$ cat src/rtl/serial_sub4_pkg.sv
// Shared definitions for the bit-serial subtractor: state encoding and default width.
package serial_sub4_pkg;

   localparam int DEFAULT_WIDTH = 4;

   typedef enum logic [1:0] {
      IDLE  = 2'd0,
      SHIFT = 2'd1,
      DONE  = 2'd2
   } state_t;

endpackage

$ cat src/rtl/serial_sub4_bit_cell.sv
// One-bit subtract cell: sum/carry of a + ~b + cin.
module sub_bit_cell
   import serial_sub4_pkg::*;
(
   input  logic a,
   input  logic b,
   input  logic cin,
   output logic sum,
   output logic cout
);

   logic b_inv;

   assign b_inv = ~b;
   assign sum   = a ^ b_inv ^ cin;
   assign cout  = (a & b_inv) | (a & cin) | (b_inv & cin);

endmodule

$ cat src/rtl/serial_sub4.sv
// Bit-serial a - b (a + ~b + 1), LSB first, one bit per clock, with borrow and signed overflow.
module serial_sub4
   import serial_sub4_pkg::*;
#(
   parameter int WIDTH = DEFAULT_WIDTH
)(
   input  logic             clk,
   input  logic             resetn,
   input  logic             start,
   input  logic [WIDTH-1:0] a,
   input  logic [WIDTH-1:0] b,
   output logic             busy,
   output logic             done,
   output logic [WIDTH-1:0] diff,
   output logic             borrow,
   output logic             ovf
);

   localparam int CW = $clog2(WIDTH) + 1;
   localparam logic [CW-1:0] LAST_BIT = CW'(WIDTH - 1);

   state_t           state_q, state_d;
   logic [WIDTH-1:0] a_q, a_d;
   logic [WIDTH-1:0] b_q, b_d;
   logic [WIDTH-1:0] res_q, res_d;
   logic             carry_q, carry_d;
   logic [CW-1:0]    cnt_q, cnt_d;
   logic [WIDTH-1:0] diff_q, diff_d;
   logic             borrow_q, borrow_d;
   logic             ovf_q, ovf_d;

   logic             cell_sum;
   logic             cell_cout;
   logic [WIDTH-1:0] res_shifted;

   sub_bit_cell u_cell (
      .a    (a_q[0]),
      .b    (b_q[0]),
      .cin  (carry_q),
      .sum  (cell_sum),
      .cout (cell_cout)
   );

   // New sum bit enters at the MSB so that after WIDTH shifts bit 0 sits at the LSB.
   assign res_shifted = (res_q >> 1) | (WIDTH'(cell_sum) << (WIDTH - 1));

   always_comb begin
      state_d  = state_q;
      a_d      = a_q;
      b_d      = b_q;
      res_d    = res_q;
      carry_d  = carry_q;
      cnt_d    = cnt_q;
      diff_d   = diff_q;
      borrow_d = borrow_q;
      ovf_d    = ovf_q;

      case (state_q)
         IDLE: begin
            if (start) begin
               a_d     = a;
               b_d     = b;
               carry_d = 1'b1;
               cnt_d   = '0;
               state_d = SHIFT;
            end
         end

         SHIFT: begin
            res_d   = res_shifted;
            a_d     = a_q >> 1;
            b_d     = b_q >> 1;
            carry_d = cell_cout;
            cnt_d   = cnt_q + CW'(1);
            if (cnt_q == LAST_BIT) begin
               // carry_q is the carry into the MSB here; compare it with the carry out.
               diff_d   = res_shifted;
               borrow_d = ~cell_cout;
               ovf_d    = carry_q ^ cell_cout;
               state_d  = DONE;
            end
         end

         DONE: begin
            state_d = IDLE;
         end

         default: begin
            state_d = IDLE;
         end
      endcase
   end

   always_ff @(posedge clk or negedge resetn) begin
      if (!resetn) begin
         state_q  <= IDLE;
         a_q      <= '0;
         b_q      <= '0;
         res_q    <= '0;
         carry_q  <= 1'b0;
         cnt_q    <= '0;
         diff_q   <= '0;
         borrow_q <= 1'b0;
         ovf_q    <= 1'b0;
      end else begin
         state_q  <= state_d;
         a_q      <= a_d;
         b_q      <= b_d;
         res_q    <= res_d;
         carry_q  <= carry_d;
         cnt_q    <= cnt_d;
         diff_q   <= diff_d;
         borrow_q <= borrow_d;
         ovf_q    <= ovf_d;
      end
   end

   assign busy   = (state_q != IDLE);
   assign done   = (state_q == DONE);
   assign diff   = diff_q;
   assign borrow = borrow_q;
   assign ovf    = ovf_q;

endmodule

$ cat config.mk
export PLATFORM = sky130hd
export DESIGN_NAME = serial_sub4
export DESIGN_NICKNAME = d
export VERILOG_FILES = /design/src/rtl/serial_sub4_pkg.sv /design/src/rtl/serial_sub4_bit_cell.sv /design/src/rtl/serial_sub4.sv
export SDC_FILE = /design/constraint.sdc
export NUM_CORES = 1
export LEC_CHECK = 0
export ABC_AREA = 1
export BUFFER_PORTS_ARGS = -buffer_cell sky130_fd_sc_hd__buf_2
export CORE_ASPECT_RATIO = 0.8
export CORE_MARGIN = 8
export CORE_UTILIZATION = 53
export CTS_CLUSTER_SIZE = 40
export DETAILED_ROUTE_END_ITERATION = 8
export PLACE_DENSITY = 0.86
export SETUP_SLACK_MARGIN = 0.5
export SYNTH_ARGS = -nofsm -noshare
export SYNTH_HDL_FRONTEND = slang
export SYNTH_SLANG_ARGS = --single-unit
$ cat constraint.sdc
create_clock -name clk -period 1.6 [get_ports clk]
set_clock_uncertainty 0.15 [all_clocks]
set_input_delay 0.48 -clock clk [delete_from_list [all_inputs] [get_ports clk]]
set_output_delay 0.48 -clock clk [all_outputs]
set_load 0.03 [all_outputs]
==> results.toml <==
[clocking]
cts_root_buf = "clkbuf_4"
insertion_delay_ps = 330
clock_path_buffers = 2
path_clk_slew_ps = 130
h-tree-depth = 1
cts_sinks = 23
cts_inserted_buffers = 3
cts_tree = "built"

[status]
status = "finished with violations"
violations = "negative hold slack, negative setup slack"

[critical_path]
critPathMaxFanout = 3
crit_buf_inv = 2
cpLargestDelayFamily = "flip-flops"
cpMaxStageDelayCell = "dfrtp_2"
critPathMaxStageDelay_ps = 460
critPathLaunchType = "register"
endpoint_kind = "output pin"
worstPathArrival_ps = 1060
worstPathCellList = "inv_4, nand2_4, buf_6"
worstSetupPathType = "reg -> out"
cp.required_ps = 970

[timing]
rsz0062_at_grt = "true"
drv_slew = 0
fmax_mhz = 590
period_share_pct = 106
max_slew_margin_pct = 65.7
hold_ws_ps = -52.5
min_period_ps = 1690
finalHoldViolCount = 23
fin_ws_ps = -93.8
worstMarginPinSlew_ps = 515
finalSetupTns_ps = -180
setup_viol = 2

[place]
place_congestion = 0.774
place_inst = 165
detailed_place_hpwl_microns = 1530
placed_cell_area_sq_mm = 0.00123
numPortBuffers = 18

[routing]
highest_layer = "met4"
wl_microns = 2610
ant_nets = 0
wl_met1_microns = 1070
drt-wirelength-per-cell_microns = 14.8
vias_per_cell = 5.17
dr_wl_met3_microns = 125
dr_wl_met2_microns = 1330
vias = 915
drc = 0
first_iter_violations = 26
firstDrtPassIters = 4

[synthesis]
yosysTopAreaCell = "dfrtp_1"
post-synth-top-area-fraction_pct = 54.0
ys_async_sr_fraction_pct = 100
seq_area_frac_synth_pct = 54.0
yosys-top-cells-count = "45 x nand2_1, 23 x dfrtp_1, 17 x inv_1"
syn_nets = 138
yosysMostFrequentCell = "nand2_1"
netlist_area_sq_mm = 0.00107
synth.avg_cell_area_sq_um = 8.60
synth_ff_type = "dfrtp_1"
synth_seq_cells = 23
syn_inst = 124
synth_top_cells_by_area = "dfrtp_1 54%, nand2_1 16%, inv_1 6.0%"
synth_edf_count = 0
ys_types = 18
synth-warning-count = 0

[finish]
fin_nets = 168
final_cells = 177
fillers = 129
antenna_cells = 0
utilization_pct = 77.1
area_delta_synth_final_pct = 36.7
layout-drive-gt1-share_pct = 43.1
final_area_sq_mm = 0.00146

[floorplan]
std_cell_rows = 14
fp.dieArea_sq_mm = 0.00371
core-area_sq_mm = 0.00189
ios = 19
die_h_microns = 56.1
initial_core_util_pct = 56.3
dieWidth_microns = 66.1

[global_routing]
grt_first_pass_wirelength_microns = 4170
grt_pass1_vias = 907
overflow = 0
antenna_found_initial = 0
grt_max_degree = 24
grtUsageTotal_pct = 14.2

[worst_hold_path]
holdCritPathClass = "in -> async"

[power_and_ir_drop]
vdd_drop_max_v = 0.00135
p_total_mw = 3.17
leakagePower_nw = 0.732
power_density_mw_per_mm2 = 2180

[job]
cap_violations = 0
==> stage by stage <==
| step | setup WS [ps] | hold WS [ps] |
|---|---|---|
| after floorplan | 217 | 34.4 |
| after global placement | 188 | 307 |
| after detailed placement | 164 | 311 |
| after CTS | -77.4 | -32.3 |
| after global routing | -129 | -30.4 |
| final | -93.8 | -52.5 |
==> worst register-to-register path, stage by stage, from the launching register on <==
cell     delay, ps
dfrtp_2        460
inv_4           90
buf_4          190
nand2_2        130
nor2_2         180
nand2_1         80
o21ai_1         80
==> registers in the layout, indices dropped and copies added, names as in the netlist <==
register,cells
a_q,4
borrow,1
ovf,1
cnt_q,3
res_q,3
carry_q,1
b_q,4
diff,4
state_q,2
==> power breakdown <==
group | leakage, nW | switching (mW) | total (mW) | internal, mW
logic | 0.438 | 1.09 | 1.84 | 0.744
registers | 0.276 | 0.195 | 1.05 | 0.858
clock network | 0.0177 | 0.187 | 0.281 | 0.0941
total | 0.732 | 1.48 | 3.17 | 1.70
==> kinds of logic after synthesis <==
group | synth area share, %
flops | 54.0
xor+xnor | 0.822
buf+inv | 8.80
simple gates | 25.7
compound gates | 6.46
fa+ha+maj | 4.23
==> metal layers <==
metal  vias to the layer above  GRT usage, %
li1                        436             -
met1                       445          17.1
met4                         0          4.56
met2                        24          22.3
met5                         -             0
met3                        10          5.63
==> placed cells by master, fill, tap and decap left out, types with 4 or more instances in the layout <==
master	n
nand2_1	39
dfrtp_1	15
nand3_1	6
buf_6	8
nor2_1	4
buf_4	8
nand2_4	4
inv_1	15
o21ai_1	5
o21ai_2	5
dfrtp_2	8
buf_2	10
==> final cells by class <==
type | instances | area [sq um] | share of cell area [%]
Sequential cell | 23 | 586 | 40.2
Timing Repair Buffer | 26 | 200 | 13.7
Tap cell | 24 | 30.0 | 2.06
Clock buffer | 3 | 22.5 | 1.55
Inverter | 19 | 76.3 | 5.24
Multi-Input combinational cell | 81 | 538 | 36.9
Clock inverter | 1 | 5.00 | 0.343
==> what timing repair did <==
item / 4_1_cts / 5_1_grt
pin swaps: 6 / 3
hold endpoints to repair: 23 / 23
setup endpoints to repair: 31 / 31
gates resized for setup: 29 / 9
gates cloned: 1 / 0
buffers inserted: 6 / 1
==> final timing paths <==
check | from | end | slack (ps) | depth (start not counted)
max | state_q[1] | busy | -90 | 3
min in group clk | a[3] | a_q[3] | 220 | 3
max in group asynchronous | resetn | borrow | 960 | 1
min | resetn | b_q[2] | -50 | 1
max reg2reg | state_q[1] | b_q[3] | 180 | 6
min reg2reg | a_q[1] | a_q[1] | 350 | 2
No activity file was read; power rests on OpenSTA's default activity.
